==> src/rtl/clint.sv <==
// Core-local interrupt/trap controller: sequences mepc/mcause/mstatus writes
// for ecall, mret and timer interrupts. Optional macro: CLINT_VECTORED_EN.
module clint #(
    parameter logic [11:0] CSR_MSTATUS = 12'h300,
    parameter logic [11:0] CSR_MEPC    = 12'h341,
    parameter logic [11:0] CSR_MCAUSE  = 12'h342
) (
    input  logic        clk_i,
    input  logic        rst_i,
    input  logic [31:0] exception_i,
    input  logic [31:0] inst_addr_i,
    input  logic        irq_timer_i,
    input  logic        ex_jump_i,
    input  logic [31:0] mstatus_i,
    input  logic [31:0] mtvec_i,
    input  logic [31:0] mepc_i,
    output logic        csr_we_o,
    output logic [11:0] csr_waddr_o,
    output logic [31:0] csr_wdata_o,
    output logic        stallreq_o,
    output logic        jump_o,
    output logic [31:0] jump_addr_o
);

    typedef enum logic [2:0] {
        IDLE,
        W_MEPC,
        W_MCAUSE,
        W_MSTATUS,
        W_MRET,
        JUMP
    } state_e;

    localparam logic [31:0] CAUSE_ECALL = 32'd11;
    localparam logic [31:0] CAUSE_TIMER = 32'h8000_0007;

    state_e      state_q, state_d;
    logic [31:0] epc_q, epc_d;
    logic [31:0] cause_q, cause_d;
    logic [31:0] target_q, target_d;

    logic        trig_ecall;
    logic        trig_mret;
    logic        trig_irq;
    logic        trig_any;
    logic [31:0] trap_base;
    logic [31:0] irq_target;
    logic        unused_ok;

    assign trig_ecall = exception_i[1];
    assign trig_mret  = exception_i[0];
    assign trig_irq   = irq_timer_i & mstatus_i[3] & ~ex_jump_i;
    assign trig_any   = trig_ecall | trig_mret | trig_irq;
    assign trap_base  = {mtvec_i[31:2], 2'b00};

    // Interrupt target: base, or base + 4*cause in vectored mode
`ifdef CLINT_VECTORED_EN
    assign irq_target = (mtvec_i[1:0] == 2'b01)
                      ? trap_base + {CAUSE_TIMER[29:0], 2'b00}
                      : trap_base;
`else
    assign irq_target = trap_base;
`endif

    assign unused_ok = ^{exception_i[31:2], mtvec_i[1:0]};

    // Next-state and trap-context latching; triggers only matter in IDLE
    always_comb begin
        state_d  = state_q;
        epc_d    = epc_q;
        cause_d  = cause_q;
        target_d = target_q;
        unique case (state_q)
            IDLE: begin
                if (trig_ecall) begin
                    state_d  = W_MEPC;
                    epc_d    = inst_addr_i;
                    cause_d  = CAUSE_ECALL;
                    target_d = trap_base;
                end else if (trig_mret) begin
                    state_d  = W_MRET;
                    target_d = mepc_i;
                end else if (trig_irq) begin
                    state_d  = W_MEPC;
                    epc_d    = inst_addr_i;
                    cause_d  = CAUSE_TIMER;
                    target_d = irq_target;
                end
            end
            W_MEPC:    state_d = W_MCAUSE;
            W_MCAUSE:  state_d = W_MSTATUS;
            W_MSTATUS: state_d = JUMP;
            W_MRET:    state_d = JUMP;
            JUMP:      state_d = IDLE;
            default:   state_d = IDLE;
        endcase
    end

    // State and latched trap context
    always_ff @(posedge clk_i) begin
        if (rst_i) begin
            state_q  <= IDLE;
            epc_q    <= '0;
            cause_q  <= '0;
            target_q <= '0;
        end else begin
            state_q  <= state_d;
            epc_q    <= epc_d;
            cause_q  <= cause_d;
            target_q <= target_d;
        end
    end

    // CSR write port and redirect decoded from the registered state
    always_comb begin
        csr_we_o    = 1'b0;
        csr_waddr_o = '0;
        csr_wdata_o = '0;
        jump_o      = 1'b0;
        jump_addr_o = '0;
        stallreq_o  = 1'b1;
        unique case (state_q)
            IDLE: stallreq_o = trig_any;
            W_MEPC: begin
                csr_we_o    = 1'b1;
                csr_waddr_o = CSR_MEPC;
                csr_wdata_o = epc_q;
            end
            W_MCAUSE: begin
                csr_we_o    = 1'b1;
                csr_waddr_o = CSR_MCAUSE;
                csr_wdata_o = cause_q;
            end
            W_MSTATUS: begin
                csr_we_o    = 1'b1;
                csr_waddr_o = CSR_MSTATUS;
                csr_wdata_o = {mstatus_i[31:8], mstatus_i[3],
                               mstatus_i[6:4], 1'b0, mstatus_i[2:0]};
            end
            W_MRET: begin
                csr_we_o    = 1'b1;
                csr_waddr_o = CSR_MSTATUS;
                csr_wdata_o = {mstatus_i[31:8], 1'b1,
                               mstatus_i[6:4], mstatus_i[7], mstatus_i[2:0]};
            end
            JUMP: begin
                jump_o      = 1'b1;
                jump_addr_o = target_q;
            end
            default: stallreq_o = 1'b0;
        endcase
    end

endmodule

==> config.mk <==
export PLATFORM = sky130hd
export DESIGN_NAME = clint
export DESIGN_NICKNAME = d
export VERILOG_FILES = /design/src/rtl/clint.sv
export SDC_FILE = /design/constraint.sdc
export NUM_CORES = 1
export LEC_CHECK = 0
export BUFFER_PORTS_ARGS = -buffer_cell sky130_fd_sc_hd__buf_2
export CAP_MARGIN = 10
export CELL_PAD_IN_SITES_DETAIL_PLACEMENT = 1
export CELL_PAD_IN_SITES_GLOBAL_PLACEMENT = 1
export CORE_ASPECT_RATIO = 1.5
export CORE_MARGIN = 2
export CORE_UTILIZATION = 31
export DETAILED_ROUTE_END_ITERATION = 10
export PLACE_DENSITY = 0.93
export SYNTH_ARGS = -nofsm -noshare
export SYNTH_HDL_FRONTEND = slang
export SYNTH_SLANG_ARGS = --single-unit
==> constraint.sdc <==
create_clock -name clk_i -period 3.43 [get_ports clk_i]
set_input_delay 0.1715 -clock clk_i [delete_from_list [all_inputs] [get_ports clk_i]]
set_output_delay 0.1715 -clock clk_i [all_outputs]
set_load 0.02 [all_outputs]
# ---- Word level (Yosys, flattened, before mapping)
# Index checks and enable logic that the tools add are counted.
dict set report totals {
  input_bits 164
  regBits 99
  word_cells 43
  output_inout_bits 79
}
dict set report classes {
  reduce_logical 8
  n_eq_ne 7
  bitwise 5
  muxes 19
}
# op n
set op_table {}
lappend op_table {{32-bit two-way mux} 10}
lappend op_table {{32-bit one-hot mux with 4 select lines} 1}
lappend op_table {{10-bit one-hot mux with 3 select lines} 1}
lappend op_table {{3-bit one-hot mux with 4 select lines} 1}
lappend op_table {{3-bit two-way mux} 3}
lappend op_table {{3-bit by 2-bit == test with 1-bit output, second input constant} 2}
lappend op_table {{3-bit == test, second input constant} 2}
lappend op_table {{5-bit OR reduction} 1}
lappend op_table {{4-bit != test, second input constant} 1}
lappend op_table {{4-bit OR reduction} 1}
lappend op_table {{3-bit by 1-bit == test with 1-bit output, second input constant} 1}
lappend op_table {{3-bit zero test} 1}
lappend op_table {{3-bit AND reduction} 1}
lappend op_table {{3-bit nonzero test} 1}
lappend op_table {{1-bit bitwise AND} 2}
lappend op_table {{1-bit two-way mux} 2}
lappend op_table {{2-bit by 1-bit != test with 1-bit output, second input constant} 1}
lappend op_table {{1-bit OR} 2}
lappend op_table {{1-bit one-hot mux with 2 select lines} 1}
lappend op_table {{2-bit AND reduction} 1}
lappend op_table {{2-bit nonzero test} 1}
lappend op_table {{2-bit OR reduction} 1}
lappend op_table {{1-bit NOT} 1}

# ---- Logic depth before layout (Yosys ltp)
dict set report logic_depth {
  word_depth 6
  depth_mapped 7
  ltp_nobuf 4
}

# ---- Least setup slack after synthesis
# Ideal clock, no wire load.
dict set report synth_path {
  path_type {register to output}
  start {register state_q[1]}
  end {output csr_wdata_o[0]}
  setup_slack_ns 1.757
  arrival_time_ns 1.502
  n_path_buf 2
  required_time_ns 3.259
  path_stages_with_launch 6
  cell_sequence {dfxtp_1 > buf_2 > buf_2 > nor2b_1 > a22oi_1 > o21ai_0}
}
dict set report synth_between {
  elab_chain_len 2
  word_cells_on_any_way 5
  classes_between {4 x eq/ne; 1 x mux}
}
# element line_no
set synth_lines {}
lappend synth_lines {{start, declared} 37} ;# state_e state_q, state_d;
lappend synth_lines {{start signal, assigned} 107} ;# state_q <= state_d;
lappend synth_lines {{3-bit == test (tied with other cells)} 122} ;# unique case (state_q)
lappend synth_lines {{32-bit one-hot mux with 4 select lines (*)} 122}
lappend synth_lines {{end, declared} 19} ;# output logic [31:0] csr_wdata_o,
# Every way passes the cells marked *; elsewhere a longest branch is shown, timed or not.

# ---- Worst setup path after layout
dict set report layout_path {
  start {register state_q[2]}
  end {output csr_wdata_o[26]}
}
# Same word-level chain as after synthesis.

==> out/qor.csv <==
metric,value,unit
status,"finished, final reports clean",
syn_area,0.003701,mm2
dieHeight,137.8,um
postCtsHoldBufs,0,
synth-async-reset-ratio,0,%
syn_area_per_cell,8.587,um2
insertion_delay,0.32,ns
cp_cell_sequence,"inv_1, nand3_1, nand2_1, a22o_1, buf_2",
p_comb_share,25.9,%
synth_area_leaders,"dfxtp_1 38%, a211oi_2 9.5%, mux2i_1 8.1%",
slew_headroom,23.18,%
grt_pass1_wl,18.07,mm
place_area,0.004723,mm2
worst_pin_slew,1.150,ns
clock.fmax,354.8,MHz
final_net_count,774,
crit_required,3.26,ns
place_congestion,0.8003,
seq_area,0.001401,mm2
synth_top_area_share,37.86,%
rsz0062_at_grt,no,
core_area,0.01159,mm2
drt-total-wl,11.45,mm
holdWs,0.08442,ns
p_leak,2.368,nW
path_clk_slew,0.06,ns
period_needed,2.818,ns
dr.first_iter.drc_count,100,
cts.htree.levels,3,
yosysTopAreaCell,dfxtp_1,
dp_hpwl,8.745,mm
path_max_fanout,26,
fin_skew,0.004357,ns
port_buffers,203,
initial_core_util,31.93,%
swShare,30.45,%
fin_crit_sh,82.17,%
final_area,0.005040,mm2
drive_above_1_share,42.28,%
critPathLaunchType,flop,
cap_viol_max_count,0,
grt_use_total,17.71,%
syn_to_final_growth,36.17,%
critPathCaptureType,primary output,
routedWlPerCell,14.96,um
via_count,3757,
cpPeakStageDelay,0.74,ns
num_io_pins,243,
rows,48,
hold_viol_final,0,
path_buf_inv,2,
cts_buffers,9,
clkSinkCount,70,
slowest_stage,dfxtp_1,
min_path_type,input port to flop,
route.detailed.drc,0,
n_antenna_cell,0,
cts_setup_buffers,0,
power.density,525.4,mW/mm2
ir_drop,0.2568,mV
antenna_found_initial,0,
clock-root-buffer,clkbuf_16,
synth_edf_count,0,
setup_viol_count_final,0,
multi_input_area,0.002077,mm2
ant_nets,0,
slew_viol_final,0,
die_width,93.22,um
finalSetupTns,0,ns
grt_pass1_vias,3885,
critPathArrivalTime,2.65,ns
overflow,0,
crit_family,flip-flops,
seq_area_frac_synth,37.86,%
grt_max_degree,65,
clkPwrFrac,37.0,%
ys_warn_count,0,
yosysMostFrequentCell,nand2_1,
synthesis.instances,431,
clockBufferDepth,2,
intPower,1.842,mW
cts_tree,built,
synth_common_cells,"73 x nand2_1, 70 x dfxtp_1, 39 x a21oi_1",
synth_flop_cell,dfxtp_1,
nFillCells,1450,
power.share.sequential,37.2,%
synth.distinct_cells,36,
path_class,flop to primary output,
switchingPower,0.8063,mW
cts_resized,0,
drtPass1Iterations,4,
synth-seq-cells,70,
via_per_inst,4.911,
die_area,0.01285,mm2
==> worst register-to-register path: stages, from the launching register on <==
cell	delay (ns)
dfxtp_1	0.51
nor3_4	0.37
o211a_1	0.93
nand2_1	0.17
a21oi_1	0.19
==> cell usage in the layout, fill, tap and decap left out, types with 3 or more instances in the layout <==
cell / instances
nand3_1: 3
buf_4: 5
a211oi_1: 3
dfxtp_1: 70
conb_1: 7
nand2b_1: 5
o21ai_0: 9
a22o_1: 26
buf_2: 203
nor2_1: 38
a22oi_1: 4
a21oi_1: 39
a211oi_2: 28
nand2_1: 73
mux2i_1: 30
clkbuf_16: 9
mux2_2: 5
and2_1: 32
==> layer usage <==
metal  track usage [%]  vias to the layer above  wire length, um
met3             4.376                       14              837
met5                 0                        -                0
met2             34.18                      162             6196
li1                  -                     1832                -
met4             6.781                        0              184
met1             18.08                     1749             4227
==> flip-flops by register name, indices dropped and copies added, names as in the netlist <==
register  count
epc_q        32
target_q     32
cause_q       3
state_q       3
==> power by group through the flow <==
| stage | clock network (mW) | registers (mW) | logic (mW) |
|---|---|---|---|
| after global routing | 1.05 | 0.998 | 0.758 |
| after detailed placement | 0 | 1.00 | 0.694 |
| after CTS | 1.01 | 0.984 | 0.696 |
| final | 0.979 | 0.984 | 0.685 |
| after floorplan | 0 | 0.967 | 0.531 |
| after global placement | 0 | 0.993 | 0.657 |
==> logic make-up after synthesis <==
group                  share of synthesized area [%]
other                                         0.1013
AO/OA/AOI/OAI                                  25.05
multiplexers                                   9.635
buffers and inverters                          7.133
XOR/XNOR                                      0.4734
flip-flops                                     37.86
AND/OR/NAND/NOR                                19.74
==> final timing paths <==
path                        start         endpoint  slack, ns  cells past startpoint
setup / recovery       state_q[2]  csr_wdata_o[26]       0.61                      5
hold / removal    inst_addr_i[14]        epc_q[14]       0.08                      3
setup reg to reg       state_q[1]        epc_q[15]       1.18                      4
hold reg to reg          epc_q[3]         epc_q[3]       0.45                      2
==> through the flow <==
stage	instances	util [%]	total power, mW	worst slack [ns]
3_5_place_dp	749	40.75	1.695	0.9212
4_1_cts	765	43.48	2.695	0.5682
5_1_grt	765	43.48	2.803	0.3946
3_3_place_gp	749	40.75	1.650	1.029
2_1_floorplan	437	-	1.498	1.757
6_report	765	43.48	2.648	0.6117
==> area by class of cell <==
class / instances / area share, %
timing repair buffer: 208 / 20.90
clock inverter: 4 / 1.390
tap: 150 / 3.724
clock buffer: 12 / 4.891
sequential: 70 / 27.81
inverter: 1 / 0.07448
multi-input combinational: 320 / 41.21
No activity file was read; power rests on OpenSTA's default activity.
